## src/rtl/uart_tx_arbiter_if.sv

```systemverilog
// Handshake bundle between the byte-stream requesters, the arbiter and the shared TX FIFO.
// The master side is the requesters plus the FIFO; the arbiter sits on the slave side.
interface uart_tx_arbiter_if #(
  parameter int N_REQ = 4
);
  logic [N_REQ-1:0]   req;
  logic [8*N_REQ-1:0] data;
  logic [N_REQ-1:0]   last;
  logic [N_REQ-1:0]   enable;
  logic [N_REQ-1:0]   ack;
  logic               fifo_full;
  logic               fifo_push;
  logic [7:0]         fifo_wdata;
  logic [N_REQ-1:0]   grant;
  logic               abort;
  logic [15:0]        frame_cnt;

  modport master (
    output req, data, last, enable, fifo_full,
    input  ack, fifo_push, fifo_wdata, grant, abort, frame_cnt
  );

  modport slave (
    input  req, data, last, enable, fifo_full,
    output ack, fifo_push, fifo_wdata, grant, abort, frame_cnt
  );
endinterface

```

## src/rtl/uart_tx_arbiter.sv

```systemverilog
// Round-robin frame arbiter: locks one requester onto the shared UART TX FIFO for a whole frame,
// releasing on its last byte, on loss of enable, or after too long without a push.
module uart_tx_arbiter #(
  parameter int N_REQ   = 4,
  parameter int TIMEOUT = 1024
) (
  input  logic             i_clk,
  input  logic             i_rst_n,
  uart_tx_arbiter_if.slave bus
);
  localparam int PW = (N_REQ > 1) ? $clog2(N_REQ) : 1;
  localparam int TW = (TIMEOUT > 2) ? $clog2(TIMEOUT) : 1;
  // The counter never has to hold more than TIMEOUT-2: that value plus a quiet cycle aborts.
  localparam logic [TW-1:0]    TMO_LAST = TW'(TIMEOUT - 2);
  localparam logic [PW-1:0]    IDX_MAX  = PW'(N_REQ - 1);
  localparam logic [N_REQ-1:0] ONE_HOT0 = {{(N_REQ-1){1'b0}}, 1'b1};

  typedef enum logic [0:0] {
    ST_IDLE = 1'b0,
    ST_LOCK = 1'b1
  } state_t;

  state_t           r_state;
  state_t           w_state_nxt;
  logic [N_REQ-1:0] r_grant;
  logic [PW-1:0]    r_owner;
  logic [PW-1:0]    r_rr_ptr;
  logic [TW-1:0]    r_tmo;
  logic [15:0]      r_frame_cnt;

  logic [N_REQ-1:0] w_cand;
  logic             w_sel_found;
  logic [PW-1:0]    w_sel_idx;
  logic [PW:0]      w_sum;
  logic [PW-1:0]    w_idx;
  logic [PW-1:0]    w_rr_nxt;
  logic             w_push;
  logic             w_abort;
  logic             w_release;
  logic             w_done;
  logic [7:0]       w_wdata;

  assign w_cand   = bus.req & bus.enable;
  assign w_rr_nxt = (r_owner == IDX_MAX) ? '0 : r_owner + PW'(1);

  // Round-robin pick: scanning offsets high to low lets the one nearest rr_ptr win.
  always_comb begin
    w_sel_found = 1'b0;
    w_sel_idx   = '0;
    w_sum       = '0;
    w_idx       = '0;
    for (int k = N_REQ - 1; k >= 0; k--) begin
      w_sum       = {1'b0, r_rr_ptr} + (PW+1)'(k);
      w_idx       = (w_sum >= (PW+1)'(N_REQ)) ? PW'(w_sum - (PW+1)'(N_REQ)) : w_sum[PW-1:0];
      w_sel_found = w_sel_found | w_cand[w_idx];
      w_sel_idx   = w_cand[w_idx] ? w_idx : w_sel_idx;
    end
  end

  // Next state and the same-cycle FIFO handshake; IDLE values are the defaults.
  always_comb begin
    w_state_nxt = r_state;
    w_push      = 1'b0;
    w_abort     = 1'b0;
    w_release   = 1'b0;
    w_done      = 1'b0;
    w_wdata     = 8'h00;
    case (r_state)
      ST_IDLE: begin
        if (w_sel_found) begin
          w_state_nxt = ST_LOCK;
        end else begin
          w_state_nxt = ST_IDLE;
        end
      end
      ST_LOCK: begin
        w_wdata = bus.data[{r_owner, 3'b000} +: 8];
        w_push  = bus.req[r_owner] & bus.enable[r_owner] & ~bus.fifo_full;
        if (!bus.enable[r_owner]) begin
          w_abort   = 1'b1;
          w_release = 1'b1;
        end else if (w_push) begin
          w_release = bus.last[r_owner];
          w_done    = bus.last[r_owner];
        end else if (r_tmo == TMO_LAST) begin
          w_abort   = 1'b1;
          w_release = 1'b1;
        end else begin
          w_release = 1'b0;
        end
        w_state_nxt = w_release ? ST_IDLE : ST_LOCK;
      end
      default: begin
        w_state_nxt = ST_IDLE;
      end
    endcase
  end

  // State, owner and round-robin pointer.
  always_ff @(posedge i_clk or negedge i_rst_n) begin
    if (!i_rst_n) begin
      r_state  <= ST_IDLE;
      r_grant  <= '0;
      r_owner  <= '0;
      r_rr_ptr <= '0;
    end else begin
      r_state <= w_state_nxt;
      if ((r_state == ST_IDLE) && w_sel_found) begin
        r_grant <= ONE_HOT0 << w_sel_idx;
        r_owner <= w_sel_idx;
      end else if (w_release) begin
        r_grant  <= '0;
        r_rr_ptr <= w_rr_nxt;
      end else begin
        r_grant <= r_grant;
      end
    end
  end

  // Quiet-cycle counter: only runs inside a locked frame, stalls included.
  always_ff @(posedge i_clk or negedge i_rst_n) begin
    if (!i_rst_n) begin
      r_tmo <= '0;
    end else if ((r_state == ST_IDLE) || w_push || w_release) begin
      r_tmo <= '0;
    end else begin
      r_tmo <= r_tmo + TW'(1);
    end
  end

  // Completed-frame counter; wraps through zero on its own.
  always_ff @(posedge i_clk or negedge i_rst_n) begin
    if (!i_rst_n) begin
      r_frame_cnt <= 16'h0000;
    end else if (w_done) begin
      r_frame_cnt <= r_frame_cnt + 16'd1;
    end else begin
      r_frame_cnt <= r_frame_cnt;
    end
  end

  assign bus.fifo_push  = w_push;
  assign bus.fifo_wdata = w_wdata;
  assign bus.ack        = r_grant & {N_REQ{w_push}};
  assign bus.abort      = w_abort;
  assign bus.grant      = r_grant;
  assign bus.frame_cnt  = r_frame_cnt;
endmodule
```

## src/flat_wrapper.sv

```systemverilog
// flat-port wrapper written by rule: the top's interface ports become plain ports
module uart_tx_arbiter_flat 
#(
  parameter int N_REQ   = 4,
  parameter int TIMEOUT = 1024
)
  (i_clk, i_rst_n, bus_req, bus_data, bus_last, bus_enable, bus_fifo_full, bus_ack, bus_fifo_push, bus_fifo_wdata, bus_grant, bus_abort, bus_frame_cnt);
  uart_tx_arbiter_if #(.N_REQ(N_REQ)) bus_i ();
  input  logic i_clk;
  input  logic i_rst_n;
  input wire logic [$bits(bus_i.req)-1:0] bus_req;
  input wire logic [$bits(bus_i.data)-1:0] bus_data;
  input wire logic [$bits(bus_i.last)-1:0] bus_last;
  input wire logic [$bits(bus_i.enable)-1:0] bus_enable;
  input wire logic [$bits(bus_i.fifo_full)-1:0] bus_fifo_full;
  output wire logic [$bits(bus_i.ack)-1:0] bus_ack;
  output wire logic [$bits(bus_i.fifo_push)-1:0] bus_fifo_push;
  output wire logic [$bits(bus_i.fifo_wdata)-1:0] bus_fifo_wdata;
  output wire logic [$bits(bus_i.grant)-1:0] bus_grant;
  output wire logic [$bits(bus_i.abort)-1:0] bus_abort;
  output wire logic [$bits(bus_i.frame_cnt)-1:0] bus_frame_cnt;
  assign bus_i.req = bus_req;
  assign bus_i.data = bus_data;
  assign bus_i.last = bus_last;
  assign bus_i.enable = bus_enable;
  assign bus_i.fifo_full = bus_fifo_full;
  assign bus_ack = bus_i.ack;
  assign bus_fifo_push = bus_i.fifo_push;
  assign bus_fifo_wdata = bus_i.fifo_wdata;
  assign bus_grant = bus_i.grant;
  assign bus_abort = bus_i.abort;
  assign bus_frame_cnt = bus_i.frame_cnt;
  uart_tx_arbiter #(.N_REQ(N_REQ), .TIMEOUT(TIMEOUT)) u_core (.i_clk(i_clk), .i_rst_n(i_rst_n), .bus(bus_i));
endmodule
```

## config.mk

```make
export PLATFORM = sky130hd
export DESIGN_NAME = uart_tx_arbiter_flat
export DESIGN_NICKNAME = d
export VERILOG_FILES = /design/src/rtl/uart_tx_arbiter_if.sv /design/src/rtl/uart_tx_arbiter.sv /design/src/flat_wrapper.sv
export SDC_FILE = /design/constraint.sdc
export NUM_CORES = 1
export LEC_CHECK = 0
export CAP_MARGIN = 40
export CORE_MARGIN = 2
export CORE_UTILIZATION = 45
export CTS_BUF_LIST = sky130_fd_sc_hd__clkbuf_8
export CTS_CLUSTER_SIZE = 12
export DETAILED_ROUTE_END_ITERATION = 8
export GPL_TIMING_DRIVEN = 0
export MAX_ROUTING_LAYER = met4
export PLACE_DENSITY = 0.95
export SYNTH_ARGS = -nofsm -noshare
export SYNTH_HDL_FRONTEND = slang
export SYNTH_SLANG_ARGS = --single-unit
```

## constraint.sdc

```tcl
create_clock -name i_clk -period 2.3 [get_ports i_clk]
set_input_delay 0.23 -clock i_clk [delete_from_list [all_inputs] [get_ports i_clk]]
set_output_delay 0.23 -clock i_clk [all_outputs]
set_load 0.02 [all_outputs]
```

==> results.yml <==
outcome:
  status: "complete, but fails checks"
  violations: "hold timing"
synthesis:
  syn_nets: 245
  synth.top_cell.area_share: 0.4297
  synth_async_sr_flop_share: 1.000
  synthCells: 194
  synth-seq-cells: 35
  synth_edf_count: 0
  syn_area_sq_um: 2038
  yosys_most_used_dff: "dfrtp_1"
  yosys_warnings: 0
  yosysSeqAreaShare: 0.4297
  synth_top_area_cell: "dfrtp_1"
  synth_area_leaders: "dfrtp_1 43%, mux4_2 11%, xor2_1 5.2%"
  synth_common_cells: "35 x dfrtp_1, 24 x nor2_1, 15 x and2_1"
  ys_types: 38
  syn_area_per_cell_sq_um: 10.51
  synth.most_common_cell: "dfrtp_1"
worst_setup_path:
  worstSetupStartpointType: "register"
  reg2reg_depth: 5
  regToRegSetupSlack_ns: 0.16
  critPathCaptureType: "output port"
  crit_fanout: 6
  timing.rr.end: "u_core.bus.frame_cnt[15]"
  crit_arrival_ns: 1.99
  crit_required_ns: 2.07
  r2r_start: "u_core.r_owner[0]"
  crit_type: "register to output port"
timing:
  tightest_slew_ns: 0.7431
  holdWs_ns: -0.004705
  finClkSkew_ns: 0.008587
  drv_slew: 0
  max_clock_freq_mhz: 449.8
  relSlewSlack: 0.5046
  setup_violations: 0
  rsz0062_at_grt: "false"
  timing.final.crit_share: 0.9667
  finalHoldViolCount: 2
  layout_min_cycle_time_ns: 2.223
power_and_ir_drop:
  p_per_area_nw_per_um2: 835.2
  ir_drop_uv: 517.7
  p_leak_nw: 1.309
  power_mw: 2.504
layout:
  n_antenna_cell: 0
  multi_input_area_sq_um: 1137
  n_fill_cell: 347
  areaGrowthSynthToFinish_pct: 47.08
  ff_latch_area_sq_um: 878.3
  nets: 332
  layout-drive-gt1-share: 0.1241
drt:
  viasPerCell: 5.470
  drtIter0Drc: 62
  detail_route.wirelength_um: 5186
  drc_errors: 0
  dr.pass1.iters: 4
  dr_total_vias: 1827
  post_drt_wl_per_cell_um: 15.53
  ant_nets: 0
worst_hold_path:
  hold_class: "primary input to async pin"
place:
  gp_congestion: 0.8900
  port_buffers: 80
  hpwlAfterDp_um: 4014
clock_tree:
  clk_pin_slew_ns: 0.08
  postCtsResizedCells: 20
  htreeDepth: 2
  cts_root_buffer: "clkbuf_8"
  clkLatencyLatePin_ns: 0.30
  postCtsSetupRepairBufs: 0
  cts_sinks: 35
  postCtsHoldBufs: 0
  cts_max_path_buffers: 2
  cts_tree: "yes"
  cts_buffers: 5
grt:
  grt_max_degree: 36
  grt_pass1_wl_um: 8556
  antenna_found_initial: 0
  track_usage: 0.2236
  grt-ovfl-total: 0
  grt_pass1_vias: 1918
die:
  fp.dieArea_sq_um: 5084
  die_h_um: 71.30
  io_pins: 81
  die_x_um: 71.30
  core_area_sq_um: 4354
  row_count: 24
  start_util: 0.4681
run:
  max_cap_viol_count: 0
[worst max-delay path by stage]
stage / depth (start not counted) / endpoint / start / slack [ns]
floorplan: 5 / u_core.r_rr_ptr[0] / u_core.r_owner[0] / 0.28
global placement: 6 / bus_ack[1] / bus_fifo_full / -0.14
detailed placement: 6 / bus_ack[3] / bus_fifo_full / -0.18
CTS: 5 / u_core.r_rr_ptr[0] / u_core.r_owner[0] / 0.02
global route: 5 / bus_ack[0] / u_core.r_owner[0] / 0.006
finish: 5 / bus_ack[1] / u_core.r_owner[0] / 0.08
[sequential cells by signal, indices dropped and copies added, names as in the netlist]
name	flops
u_core.r_rr_ptr	2
u_core.r_tmo	10
u_core.r_state	1
u_core.bus.frame_cnt	16
u_core.r_owner	2
u_core.bus.grant	4
[layout by cell type, fill, tap and decap left out, drive strengths merged, types with 6 or more instances in the layout]
master         count
and2              15
clkbuf             8
clkdlybuf4s50     65
dfrtp             35
dlygate4sd2       13
mux4              10
nand2             15
nand3              9
nand4              6
nor2              24
xnor2             11
xor2              12
[per-layer routing]
layer | global-route usage | share of wire | vias to the layer above
met3 | 0.06048 | 0.090 | 12
li1 | - | - | 862
met5 | - | 0 | -
met4 | 0.1069 | 0.022 | 0
met1 | 0.2585 | 0.41 | 870
met2 | 0.3611 | 0.48 | 83
[power by group]
part	total [mW]	internal (mW)	switching, mW
logic	1.22	0.608	0.613
clock network	0.431	0.207	0.224
registers	0.852	0.721	0.131
total	2.50	1.54	0.968
[area by class of cell]
cell class                      instances  area share
Sequential cell                        35      0.2930
Tap cell                               52     0.02170
Inverter                                5    0.006260
Multi-Input combinational cell        148      0.3794
Buffer                                  6     0.01169
Clock inverter                          3    0.005008
Timing Repair Buffer                   80      0.2600
Clock buffer                            5     0.02295
[metrics by stage]
step | area (sq um) | setup WS (ns) | setup TNS [ns] | util | std cells
after floorplan | 2038 | 0.2774 | 0 | - | 194
after global routing | 2998 | 0.006310 | 0 | 0.6885 | 334
after detailed placement | 2899 | -0.1786 | -1.106 | 0.6658 | 326
after CTS | 2982 | 0.02347 | 0 | 0.6848 | 334
final | 2998 | 0.07665 | 0 | 0.6885 | 334
after global placement | 2904 | -0.1438 | -0.7131 | 0.6670 | 326
[critical path, cell delays in order (launching register included)]
cell and delay, ns:
dfrtp_2 0.47, or2_2 0.32, o22a_2 0.28, nor2_4 0.16, and2_1 0.13, dlygate4sd2_1 0.33
[cell families after synthesis]
| logic type | Yosys count | synth area share |
|---|---|---|
| buf+inv | 11 | 0.02333 |
| mux | 16 | 0.1424 |
| compound gates | 19 | 0.06691 |
| flops | 35 | 0.4297 |
| simple gates | 86 | 0.2143 |
| xor+xnor | 23 | 0.09883 |
| fa+ha+maj | 4 | 0.02456 |
Power figures use the tool's default switching activity.
